**src/rtl/cdb_arbiter_pkg.sv**
```systemverilog
// Shared constants for the common data bus arbiter: ROB index width,
// requester slot numbering and the round-robin pointer advance.
package cdb_arbiter_pkg;

  localparam int ROB_WIDTH_BIT = 4;

  localparam int CDB_SRC_ALU   = 0;
  localparam int CDB_SRC_LSB   = 1;
  localparam int CDB_SRC_SPARE = 2;

  function automatic int rr_next(input int idx, input int n);
    return (idx + 1 >= n) ? 0 : idx + 1;
  endfunction

endpackage

```
**src/rtl/cdb_arbiter_rr_pick.sv**
```systemverilog
// Combinational round-robin picker: first set request at or after ptr wins,
// wrapping modulo NUM_REQ. Grant is one-hot or zero.
module rr_pick
  import cdb_arbiter_pkg::*;
#(
  parameter int NUM_REQ = 3,
  parameter int SRC_W   = 2
) (
  input  logic [NUM_REQ-1:0] req,
  input  logic [SRC_W-1:0]   ptr,
  output logic [NUM_REQ-1:0] grant,
  output logic               any_grant
);

  logic [SRC_W-1:0] idx;

  always_comb begin
    grant     = '0;
    any_grant = 1'b0;
    idx       = '0;
    for (int k = 0; k < NUM_REQ; k++) begin
      idx = SRC_W'((int'(ptr) + k) % NUM_REQ);
      if (!any_grant && req[idx]) begin
        grant[idx] = 1'b1;
        any_grant  = 1'b1;
      end
    end
  end

endmodule

```
**src/rtl/cdb_arbiter.sv**
```systemverilog
// Round-robin arbiter sharing the registered CDB between ALU, LSB and a spare
// producer; each producer owns a one-entry holding slot behind valid/ready.
module cdb_arbiter
  import cdb_arbiter_pkg::*;
#(
  parameter int NUM_REQ  = 3,
  parameter int ROB_ID_W = ROB_WIDTH_BIT,
  parameter int SRC_W    = 2
) (
  input  logic                         clk_in,
  input  logic                         rst_in,
  input  logic                         rdy_in,
  input  logic                         clear_flag,
  input  logic [NUM_REQ-1:0]           req_valid,
  input  logic [NUM_REQ*ROB_ID_W-1:0]  req_rob_id,
  input  logic [NUM_REQ*32-1:0]        req_val,
  output logic [NUM_REQ-1:0]           req_ready,
  output logic                         cdb_valid,
  output logic [ROB_ID_W-1:0]          cdb_rob_id,
  output logic [31:0]                  cdb_val,
  output logic [SRC_W-1:0]             cdb_src
);

  logic [NUM_REQ-1:0]  hold_v;
  logic [ROB_ID_W-1:0] hold_id  [NUM_REQ];
  logic [31:0]         hold_val [NUM_REQ];
  logic [SRC_W-1:0]    ptr;
  logic [NUM_REQ-1:0]  grant;
  logic                any_grant;
  logic [SRC_W-1:0]    win_idx;
  logic [NUM_REQ-1:0]  accept;

  rr_pick #(
    .NUM_REQ (NUM_REQ),
    .SRC_W   (SRC_W)
  ) u_pick (
    .req       (hold_v),
    .ptr       (ptr),
    .grant     (grant),
    .any_grant (any_grant)
  );

  always_comb begin
    win_idx = '0;
    for (int i = 0; i < NUM_REQ; i++) begin
      if (grant[i]) win_idx = SRC_W'(i);
    end
  end

  // A slot being broadcast this cycle may reload in the same cycle.
  assign req_ready = {NUM_REQ{rdy_in & ~clear_flag & ~rst_in}} & (~hold_v | grant);
  assign accept    = req_valid & req_ready;

  // Stage: holding-slot payload (accept already folds in rdy/flush/reset)
  always_ff @(posedge clk_in) begin
    for (int i = 0; i < NUM_REQ; i++) begin
      if (accept[i]) begin
        hold_id[i]  <= req_rob_id[i*ROB_ID_W +: ROB_ID_W];
        hold_val[i] <= req_val[i*32 +: 32];
      end
    end
  end

  // Stage: slot valids, pointer and registered CDB broadcast
  always_ff @(posedge clk_in) begin
    if (rst_in) begin
      hold_v     <= '0;
      ptr        <= '0;
      cdb_valid  <= 1'b0;
      cdb_rob_id <= '0;
      cdb_val    <= '0;
      cdb_src    <= '0;
    end else if (rdy_in) begin
      if (clear_flag) begin
        hold_v    <= '0;
        ptr       <= '0;
        cdb_valid <= 1'b0;
      end else begin
        for (int i = 0; i < NUM_REQ; i++) begin
          if (accept[i])     hold_v[i] <= 1'b1;
          else if (grant[i]) hold_v[i] <= 1'b0;
        end
        if (any_grant) begin
          cdb_valid  <= 1'b1;
          cdb_rob_id <= hold_id[win_idx];
          cdb_val    <= hold_val[win_idx];
          cdb_src    <= win_idx;
          ptr        <= SRC_W'(rr_next(int'(win_idx), NUM_REQ));
        end else begin
          cdb_valid <= 1'b0;
        end
      end
    end
  end

endmodule

```
**config.mk**
```make
export PLATFORM = sky130hd
export DESIGN_NAME = cdb_arbiter
export DESIGN_NICKNAME = d
export VERILOG_FILES = /design/src/rtl/cdb_arbiter_pkg.sv /design/src/rtl/cdb_arbiter_rr_pick.sv /design/src/rtl/cdb_arbiter.sv
export SDC_FILE = /design/constraint.sdc
export NUM_CORES = 1
export LEC_CHECK = 0
export CAP_MARGIN = 25
export CELL_PAD_IN_SITES_DETAIL_PLACEMENT = 0
export CELL_PAD_IN_SITES_GLOBAL_PLACEMENT = 1
export CORE_MARGIN = 2
export CORE_UTILIZATION = 41
export CTS_CLUSTER_DIAMETER = 60
export DETAILED_ROUTE_END_ITERATION = 12
export PLACE_DENSITY = 0.94
export SLEW_MARGIN = 20
export SYNTH_ARGS = -nofsm -noshare
export SYNTH_HDL_FRONTEND = slang
export SYNTH_SLANG_ARGS = --single-unit
```
**constraint.sdc**
```tcl
create_clock -name clk_in -period 7.5 [get_ports clk_in]
set_input_delay 1.5 -clock clk_in [delete_from_list [all_inputs] [get_ports clk_in]]
set_output_delay 1.5 -clock clk_in [all_outputs]
set_load 0.02 [all_outputs]
```
# Yosys cells after proc, flatten, opt, wreduce, memory -nomap -nowiden
# Memories as Yosys holds them, arrays and structs flattened. A register that Yosys moved wholly into a read port is not among the register bits.
# Index checks and enable logic that the tools add are counted.
op_classes:
  n_addsub: 3
  n_div: 3
  order_cmp: 7
  n_mux: 38
  bitwise: 10
  n_reduce_logical: 16
op_table:
  columns: ["operator", "count"]
  rows:
  - ["modulo 32 x 3 -> 32 bit (second input constant)", 2]
  - ["modulo 3 x 3 -> 32 bit (second input constant)", 1]
  - ["2-to-1 mux 1 bit", 24]
  - ["2-to-1 mux 3 bit", 4]
  - ["< comparator 2 x 3 -> 1 bit (second input constant)", 3]
  - ["bitwise OR 3 bit", 3]
  - ["nonzero test 3 bit", 3]
  - ["2-to-1 mux 2 bit", 4]
  - ["AND reduction 2 bit", 4]
  - ["adder 2 x 1 -> 3 bit (second input constant)", 2]
  - ["AND 3 bit", 2]
  - ["binary-select mux 1 bit (select 2 bit)", 3]
  - ["demux 1 bit (select 2 bit)", 3]
  - ["greater-or-equal comparator 2 x 1 -> 1 bit (second input constant)", 3]
  - ["logical AND 1 bit", 5]
  - ["adder 2 x 2 -> 3 bit (second input constant)", 1]
  - ["greater-or-equal comparator 3 x 2 -> 1 bit (second input constant)", 1]
  - ["inverter 3 bit", 1]
  - ["AND reduction 3 bit", 1]
  - ["AND 1 bit", 2]
  - ["zero test 1 bit", 2]
  - ["inverter 1 bit", 2]
  - ["nonzero test 2 bit", 1]
totals:
  reg_bits: 8
  mem_bits_rw: 108
  in_bits: 115
  out_inout_bits: 42
  wordCells: 85
  n_memories: 2
mem_list:
  columns: ["memory", "words", "word_bits", "read_ports", "rd_ports_with_merged_regs", "wr", "line_no", "rtl"]
  rows:
  - ["hold_val", 3, 32, 1, 1, 3, "cdb_arbiter.sv:26", "logic [31:0] hold_val [NUM_REQ];"]
  - ["hold_id", 3, 4, 1, 1, 3, "cdb_arbiter.sv:25", "logic [ROB_ID_W-1:0] hold_id [NUM_REQ];"]

# Longest topological paths before layout
logic_depth:
  depth_word: 17
  mapped_depth: 11
  ltp_nobuf: 8

# Modules after synthesis
# From an unflattened synthesis, not the netlist that was laid out.
hier_totals:
  hier_cells: 399
  hier_area_um2: 5958.2
modules_own_cells:
  columns: ["module", "instances", "cells_each", "area_each_um2"]
  rows:
  - ["cdb_arbiter", 1, 361, 5686.7]
  - ["rr_pick", 1, 38, 271.5]

# Worst setup path before layout
# OpenSTA, ideal clock, no wires.
synth_path:
  path_type: "in2out"
  start: "input rdy_in"
  end: "output req_ready[1]"
  arrival_time_ns: 2.435
  path_slack_ns: 3.565
  stages: 4
  cell_sequence: "nor2b_1 clkbuf_2 or2b_1 a21oi_1"
synth_via:
  elab_chain_len: 3
synth_rtl:
  columns: ["item", "line_no", "rtl"]
  rows:
  - ["start: declaration", "cdb_arbiter.sv:12", "input logic rdy_in,"]
  - ["AND 1 bit (2 in series)", "cdb_arbiter.sv:51", "assign req_ready = {NUM_REQ{rdy_in & ~clear_flag & ~rst_in}} & (~hold_v | grant);"]
  - ["AND 3 bit", "cdb_arbiter.sv:51", null]
  - ["end: declaration", "cdb_arbiter.sv:17", "output logic [NUM_REQ-1:0] req_ready,"]
# No other way between the ends.

# Final worst setup path
layout_path:
  start: "input rdy_in"
  end: "output req_ready[2]"
# The elaborated chain is that of the path after synthesis.

==> impl_metrics.ini <==
[timing]
max_slew_margin_pct = 32.9
worst_slack_ns = 2.17
fmax_ghz = 0.188
tns_ns = 0
min_period_ns = 5.33
finClkSkew_ns = 0.00706
drv_slew = 0
hold_viol = 0
min_period_over_period_pct = 71.1
setup_viol = 0
rsz0062_at_grt = no
tightest_slew_ns = 1.01

[cells_and_area]
syn2layout_area_growth_pct = 38.7
drive_gt1_share_pct = 8.00
n_antenna_cell = 0
fillers = 1128
finalInstanceArea_um2 = 8200
final_cell_mix = 156 x clkdlybuf4s50_1, 108 x edfxtp_1, 85 x nand2_1, 44 x dfxtp_1, 28 x o21ai_1
finish.net_count = 731
final_common_cell = clkdlybuf4s50_1

[yosys]
synth-seq-cells = 152
syn-num-nets = 580
netlist_instances = 461
ys_warn_count = 0
synth_edf_count = 108
synth.cell_area_um2 = 5910
async_reset_ff_share_pct = 0
seq_area_frac_synth_pct = 69.7
synth_top_area_share_pct = 54.8
yosys.area.top_type = edfxtp_1
synth.area.top_cells = edfxtp_1 55%, dfxtp_1 15%, nand2_1 5.4%
synth_ff_type = edfxtp_1
syn_avg_cell_area_um2 = 12.8
synthDistinctLibCells = 48

[critical_path]
ff2ff_path_depth = 8
criticalPathCategory = in2out
timing.rr.start = ptr[0]
crit_buf_inv = 2
cpMaxStageDelayCell = clkdlybuf4s50_1
critPathLaunchType = input pin
required_ns = 6.00
crit_chain = clkdlybuf4s50_1 -> nor2b_1 -> or2b_1 -> a21oi_1 -> clkdlybuf4s50_1
arrival_ns = 3.83
max_stage_delay_ns = 0.63
r2r_end = hold_val[0][30]
crit_family = buffers and inverters
cp_common_cell = clkdlybuf4s50_1
cp-end-kind = output pin
cp_max_fo = 8
rrSetupSlack_ns = 4.46
critical_path.startpoint = rdy_in

[detailed_routing]
routed-wl-met2_um = 7080
wl_met3_um = 694
vias = 4089
via_per_inst = 5.08
dr.first_iter.drc_count = 337
drt-met1-wl_um = 5850
drtAntennaViolNets = 0
firstDrtPassIters = 5
top_layer = met4
wl_um = 13700
avgRoutedWirePerCell_um = 17.0
drc = 0

[place]
pre_cts_slack_ns = 2.22
gp_congestion = 0.798
placed_cell_area_um2 = 7580
io_buffer_count = 156
dp_hpwl_um = 8710

[clock_tree]
cts_root_buffer = clkbuf_16
postCtsSetupBuffers = 0
htree_levels = 4
post_cts_resized = 0
cts_inserted_buffers = 17
holdBufCountCts = 0
worstSkewPairLatency_ns = 0.41
cts.sink_count = 152
cts_tree = built
clkSlewWorstSetupHoldPaths_ns = 0.06
cts_buffer_depth = 2

[global_routing]
grt_max_degree = 65
grt_pass1_vias = 4118
overflow = 0
grt_pass1_wl_um = 20700
antenna_found_initial = 0
grt_usage_pct = 18.2

[worst_hold_path]
min-delay-start = cdb_val[5]
holdCritPathClass = reg2reg
whs_path_depth = 2
min_to = cdb_val[5]

[power_and_ir_drop]
max-vdd-ir-drop_uv = 148
p_comb_share_pct = 8.9
switching_share_pct = 20.7
p_seq_share_pct = 48.2
powerDensity_nw_per_um2 = 235
p_sw_uw = 399
p_clk_share_pct = 42.9
internal_power_mw = 1.53
cellLeakagePower_nw = 2.96

[die]
die_y_um = 124
dieArea_um2 = 15400
rows = 43
coreArea_um2 = 14000
die_w_um = 124
initial_core_util_pct = 42.3
ios = 157

[job]
drv_cap = 0

[status]
status = finished clean
flip-flops by register name, indices dropped and copies added (netlist names):
| register | count |
|---|---|
| hold_val | 96 |
| ptr | 2 |
| cdb_val | 32 |
| cdb_rob_id | 4 |
| hold_v | 3 |
| cdb_src | 2 |
| hold_id | 12 |
| cdb_valid | 1 |
layer usage:
metal | global-route usage [%] | vias to the layer above
li1 | - | 1959
met1 | 22.0 | 1982
met2 | 32.0 | 138
met3 | 4.81 | 10
met4 | 5.20 | 0
met5 | 0 | -
power groups by stage:
stage	Clock (mW)	Sequential (mW)	Combinational (mW)
after floorplan	0	0.956	0.0658
after global placement	0	0.948	0.166
after detailed placement	0	0.949	0.169
after CTS	0.839	0.931	0.171
after global routing	0.871	0.933	0.185
final	0.828	0.931	0.171
Yosys cell counts (9+ instances only):
| cell | instances |
|---|---|
| a21oi_1 | 9 |
| a221o_1 | 13 |
| and2_1 | 17 |
| and3_1 | 23 |
| buf_2 | 13 |
| dfxtp_1 | 44 |
| edfxtp_1 | 108 |
| inv_1 | 16 |
| mux2i_1 | 14 |
| nand2_1 | 85 |
| o21ai_0 | 23 |
| o21ai_1 | 28 |
tightest hold or removal path: stages, from the launching register on:
cell and delay (ns):
dfxtp_1 0.31, nand2_1 0.05, o21ai_1 0.05
through the flow:
step	std cells	total power, mW	hold slack [ns]	util [%]
2_1_floorplan	461	1.02	0.448	-
3_3_place_gp	772	1.11	0.436	54.2
3_5_place_dp	772	1.12	0.446	54.2
4_1_cts	804	1.94	0.454	58.4
5_1_grt	805	1.99	0.473	58.6
6_report	805	1.93	0.450	58.6
cell families (layout without fill, tap and decap cells):
group / after synthesis / in the layout / share of synthesized area [%]
buf+inv: 46 / 210 / 3.98
simple gates: 149 / 149 / 12.1
compound gates: 95 / 95 / 10.8
flops: 152 / 152 / 69.7
mux: 15 / 15 / 2.56
fa+ha+maj: 4 / 4 / 0.846
layout make-up:
class	instances	area [um^2]	area share, %
inverter	19	71.3	0.869
clock inverter	5	30.0	0.366
tap	180	225	2.75
multi-input combinational	263	1580	19.3
clock buffer	27	567	6.91
timing repair buffer	159	1600	19.6
sequential	152	4120	50.3
worst max-delay path by stage:
| stage | to | slack (ns) | cells past startpoint |
|---|---|---|---|
| 2_1_floorplan | req_ready[1] | 3.56 | 4 |
| 3_3_place_gp | req_ready[2] | 2.35 | 5 |
| 3_5_place_dp | req_ready[2] | 2.22 | 5 |
| 4_1_cts | req_ready[2] | 2.20 | 5 |
| 5_1_grt | req_ready[2] | 2.01 | 5 |
| 6_report | req_ready[2] | 2.17 | 5 |
Power figures use the tool's default switching activity.
